### src/rtl/clkint.sv
// Reset-conditioning global buffer for the 50 MHz domain: merges a stretched
// power-on reset and a synchronised GSE reset into one active-low system reset.
module clkint #(
    parameter int STRETCH_BITS = 26
) (
    input  logic clk50,
    input  logic resetn_in,
    input  logic gse_reset,
    input  logic A,
    output logic Y,
    output logic rst_n,
    output logic por_done
);

    localparam int CW = STRETCH_BITS + 1;

    logic          r_sync1;
    logic          r_sync2;
    logic [CW-1:0] r_cnt;
    logic          w_busy;

    // Two-flop GSE stage: cleared asynchronously, released after two edges.
    always_ff @(posedge clk50 or posedge gse_reset) begin
        if (gse_reset) begin
            r_sync1 <= 1'b0;
            r_sync2 <= 1'b0;
        end else begin
            r_sync1 <= 1'b1;
            r_sync2 <= r_sync1;
        end
    end

    // POR stretch counter: the top bit is the busy flag; once the low bits
    // wrap, busy clears and the counter holds until the next POR.
    always_ff @(posedge clk50 or negedge resetn_in) begin
        if (!resetn_in) begin
            r_cnt <= {1'b1, {STRETCH_BITS{1'b0}}};
        end else if (w_busy) begin
            r_cnt <= r_cnt + CW'(1);
        end else begin
            r_cnt <= r_cnt;
        end
    end

    assign w_busy   = r_cnt[STRETCH_BITS];
    assign por_done = ~w_busy;
    assign rst_n    = r_sync2 & por_done;
    assign Y        = A;

endmodule

### config.mk
export PLATFORM = sky130hd
export DESIGN_NAME = clkint
export DESIGN_NICKNAME = d
export VERILOG_FILES = /design/src/rtl/clkint.sv
export SDC_FILE = /design/constraint.sdc
export NUM_CORES = 1
export LEC_CHECK = 0
export CORE_MARGIN = 5
export CORE_UTILIZATION = 55
export CTS_BUF_LIST = sky130_fd_sc_hd__clkbuf_4 sky130_fd_sc_hd__clkbuf_8
export DETAILED_ROUTE_END_ITERATION = 6
export PLACE_DENSITY = 0.71
export SYNTH_ARGS = -nofsm -noshare
export SYNTH_HDL_FRONTEND = slang
export SYNTH_SLANG_ARGS = --single-unit
### constraint.sdc
create_clock -name clk50 -period 4.8 [get_ports clk50]
set_input_delay 0.48 -clock clk50 [delete_from_list [all_inputs] [get_ports clk50]]
set_output_delay 0.48 -clock clk50 [all_outputs]
set_load 0.01 [all_outputs]
==> reports/metrics.csv <==
stage,metric,value,unit
sta,setup_tns,0,ns
clock_network,tritoncts,done,
floorplanning,core,0.002212,mm²
global_routing,grt_max_degree,28,
floorplanning,ios,7,
global_routing,grt.total_usage,14.64,%
clock_network,clockRootBuffer,clkbuf_4,
sta,finClkSkew,0.003816,ns
yosys,synth-simple-area-share,21.21,%
clock_network,clkLatencyLatePin,0.32,ns
yosys,ys_types,25,
yosys,synthArstFlopShare,100.0,%
clock_network,cts_sinks,29,
clock_network,post_cts_resized,0,
drt,route.met3.wl,87,µm
sta,hold_ws,0.3079,ns
yosys,netlist_area,0.001280,mm²
clock_network,cts_buffer_depth,2,
setup_path,critPathKind,flop to output pin,
drt,top_layer,met4,
run,maxCapViolCount,0,
setup_path,arrival,1.50,ns
drt,ant_nets,0,
power,ir_worst_vdd,0.1950,mV
setup_path,critPathLaunchType,flop,
yosys,synth-seq-cells,29,
drt,dr.first_iter.drc_count,16,
sta,period_share,41.17,%
sta,grt_setup_unrepaired,false,
yosys,seq_area_frac_synth,56.79,%
yosys,syn_area_per_cell,11.96,µm²
clock_network,post-cts-setup-buffers,0,
hold_path,worstHoldPathType,input port to asynchronous set/reset pin,
cells_and_area,antenna_cells,0,
drt,met1_length,908,µm
yosys,yosys_warnings,0,
floorplanning,start_util,57.86,%
floorplanning,die_area,0.003392,mm²
clock_network,numCtsBuffers,5,
yosys,ys.flop_type,dfrtp_1,
global_routing,antenna_found_initial,0,
cells_and_area,syn_to_final_growth,10.46,%
place,hpwl,1385,µm
sta,fmax,506.0,MHz
setup_path,critPathMaxFanout,8,
clock_network,hold_buffers,0,
yosys,synthAdderAreaFrac,0.9775,%
global_routing,grt_pass1_vias,856,
yosys,synth_compound_area_share,0.6843,%
yosys,synth.net_count,112,
outcome,status,completed,
drt,drtPass1Iterations,4,
drt,vias_per_cell,5.473,
sta,drv_slew,0,
place,portBuffers,4,
sta,fin_crit,1.976,ns
drt,vias,799,
setup_path,crit_path_end_kind,output pin,
drt,drc_errors,0,
yosys,synth_edf_count,0,
drt,wl_per_cell,13.51,µm
cells_and_area,drive_gt1_share,14.41,%
drt,routed-wl-met2,933,µm
cells_and_area,final_area,0.001414,mm²
floorplanning,die_h,58.24,µm
clock_network,path_clk_slew,0.08,ns
power,power_density,293.1,mW/mm²
global_routing,grt_overflow,0,
global_routing,grt_pass1_wl,3732,µm
yosys,synth_xor_xnor_area_share,17.11,%
cells_and_area,fin_nets,122,
sta,setup_viol,0,
setup_path,cp_data_required_time,4.32,ns
yosys,synthCells,107,
yosys,synth_top_family_by_area,simple AND/OR/NAND/NOR gates,
drt,wirelength,1973,µm
yosys,synth.area.mux_share,0.8798,%
floorplanning,rows,17,
sta,hold_viol,0,
floorplanning,die_w,58.24,µm
place,globalplace.congestion,0.7227,
clock_network,htree_levels,2,
place,place_area,0.001348,mm²
power,leakage,0.6449,nW
[power by group]
| part | internal, mW | total, mW | switching [mW] | leakage, nW |
|---|---|---|---|---|
| combinational | 0.00291 | 0.00808 | 0.00516 | 0.208 |
| clock | 0.0835 | 0.161 | 0.0777 | 0.0394 |
| sequential | 0.245 | 0.245 | 0.000248 | 0.397 |
| total | 0.331 | 0.414 | 0.0831 | 0.645 |
[metal layers]
| layer | global-route usage [%] | vias up |
|---|---|---|
| li1 | - | 385 |
| met1 | 16.62 | 394 |
| met2 | 24.19 | 13 |
| met3 | 5.345 | 7 |
| met4 | 7.285 | 0 |
| met5 | 0 | - |
[worst paths after layout]
path | from | end | slack [ns] | cells after the start
max in group asynchronous | resetn_in | r_cnt[26] | 3.98 | 2
worst min-delay path | gse_reset | r_sync1 | 0.31 | 2
worst max register to register | r_cnt[26] | r_cnt[14] | 3.12 | 4
min in group clk50 | r_sync1 | r_sync2 | 0.37 | 0
worst max-delay path | r_cnt[26] | por_done | 2.82 | 2
worst min register to register | r_sync1 | r_sync2 | 0.37 | 0
[cell usage in the layout, fill, tap and decap left out, drive strengths merged, types with 2 or more instances in the layout]
master	netlist	layout
dfrtp	28	28
xnor2	19	19
nand2	10	10
nand4	10	10
nand3	9	9
clkbuf	0	8
xor2	6	6
nor2	5	5
clkdlybuf4s50	0	4
inv	3	3
nor3	3	3
and3	2	2
nor4	2	2
[cell usage after synthesis (2+ instances only)]
master | instances | area (µm²)
dfrtp_1 | 28 | 700.7
xnor2_1 | 19 | 166.4
nand2_1 | 10 | 37.54
nand4_1 | 9 | 56.30
nand3_1 | 8 | 40.04
xor2_1 | 6 | 52.55
nor2_1 | 5 | 18.77
inv_1 | 3 | 11.26
and3_1 | 2 | 12.51
buf_4 | 2 | 15.01
[kinds of logic after synthesis]
logic type,after synthesis
simple gates,44
flops,29
xor+xnor,25
buf+inv,5
fa+ha+maj,1
other cells,1
compound gates,1
mux,1
[worst max-delay path, stage by stage, from the launching register on]
cell             delay (ns)
dfstp_2                0.62
inv_1                  0.08
clkdlybuf4s50_1        0.48
[final cells by class]
class / instances / area (µm²)
tap: 28 / 35.03
sequential: 29 / 726.9
fill: 186 / 798.3
multi-input combinational: 73 / 526.8
inverter: 3 / 11.26
timing repair buffer: 5 / 47.55
clock buffer: 8 / 66.31
[flip-flops by register name (all words and copies together), names as in the netlist]
signal,flops
r_cnt,27
r_sync1,1
r_sync2,1
[through the flow]
step                      setup slack [ns]  util (%)  std cells  total power [mW]
after floorplan                      3.265         -        107            0.2518
after global placement               3.182     60.92        138            0.2584
after detailed placement             3.134     60.92        138            0.2587
after CTS                            2.808     63.91        146            0.4209
after global routing                 2.771     63.91        146            0.4309
final                                2.824     63.91        146            0.4144
Note: power is estimated with default switching activity, not from simulation.
==> RTL edit: new RTL, config.mk and constraints unchanged <==
`STRETCH_BITS`: 26 -> 52.
--- a/src/rtl/clkint.sv
+++ b/src/rtl/clkint.sv
@@ -1,7 +1,7 @@
 // Reset-conditioning global buffer for the 50 MHz domain: merges a stretched
 // power-on reset and a synchronised GSE reset into one active-low system reset.
 module clkint #(
-    parameter int STRETCH_BITS = 26
+    parameter int STRETCH_BITS = 52
 ) (
     input  logic clk50,
     input  logic resetn_in,
Function: same outputs for any inputs over 10 cycles, from zero or initial values and one cycle with resetn_in low; that may be too few to reach the edited logic, so the function may still have changed.
==> RTL edit against the unedited design <==
  * Cell area rose by 90%
  * Synthesized area rose by 95%
  * Sequential cell count rose by 26
  * Setup slack improved by 0.0063 ns
  * Total power rose by 90%
  * Clock power rose by 93%
  * Routed wire length rose by 100%
  * Sequential power rose by 89%
  * Synthesized cell count rose by 110%
==> RTL edit: results (changes against the unedited design) <==
outcome=completed; Compound-Gate Fraction of Synth Area=0.00351 (-0.00333); Syn Area/Cell=11.3 um2 (-5.2%); met1 wire length=1980 um (+120%); Crit path max-delay family=simple AND/OR/NAND/NOR gates; Layout Cells excl Fill=280 (+92%); met2 routed WL=1820 um (+95%); GRT Overall Usage=0.147 (+0.000740); Post-Synth Adder-Cell Area=0.00502 (-0.00476); share of cells above drive strength 1=0.0833 (-0.0607); Largest regs=r_cnt: 53 flops, r_sync1: 1 flops, r_sync2: 1 flops; CTS Root Cell=clkbuf_8; DRT iter0 DRCs=56 (+40); Leakage=1.21 nW (+88%); RePlAce Congestion=0.753 (+4.2%); dpl cell area=0.00257 mm2 (+91%); DRT Wirelength=3950 um (+100%); CP Data Arrival Time=2.17 ns (+0.67 ns); DP Wirelength=2820 um (+100%); Post-Synth XOR/XNOR Area=0.179 (+0.00797); Worst Skew=0.00645 ns (+0.00264 ns); r2r setup slk=2.83 ns (-0.29 ns); Critical Path End=r_cnt[31]$_DFFE_PN0P_; WHS=0.133 ns (-0.175 ns); Met3 Wirelength=101 um (+16%); largest cells by area after synthesis=dfrtp_1, xnor2_1, nand3_1, xor2_1, nand2_1; DR vias=1,552 (+94%); crit path from=r_cnt[52]$_DFF_PN1_; Max rail drop VDD=0.000137 V (-30%); seq pwr=0.000464 W (+89%)
[RTL edit: changes by cell type in the layout (fill, tap and decap cells not counted), sizes merged, moves of 2 or more]
cell / delta
nand4: +2
dfrtp: +26
clkbuf: -2
and3: +9
nor4: +4
xor2: +4
and4: +3
nand3: +21
nor2: +5
xnor2: +22
nand2: +12
[RTL edit: area by class of cell]
| type | count | area, um2 |
|---|---|---|
| clock buffers | 6 | 82.6 |
| repair buffers | 5 | 42.5 |
| multi-input cells | 158 | 1080 |
| inverters | 2 | 7.51 |
| flip-flops and latches | 55 | 1380 |
| well taps | 52 | 65.1 |
| clock inverters | 2 | 35.0 |
| fillers | 356 | 1700 |
[RTL edit: per-layer routing]
layer  vias up  global-route usage
li1        766                   -
met1       764               0.199
met2        16               0.235
met3         6              0.0359
met4         0              0.0464
met5         -                   0
[RTL edit: worst register-to-register path: cells and delay by family, from the launching register on]
family / cells / cell delay, ns
simple gates: 4 / 1.10
flops: 1 / 0.62
xor+xnor: 1 / 0.15
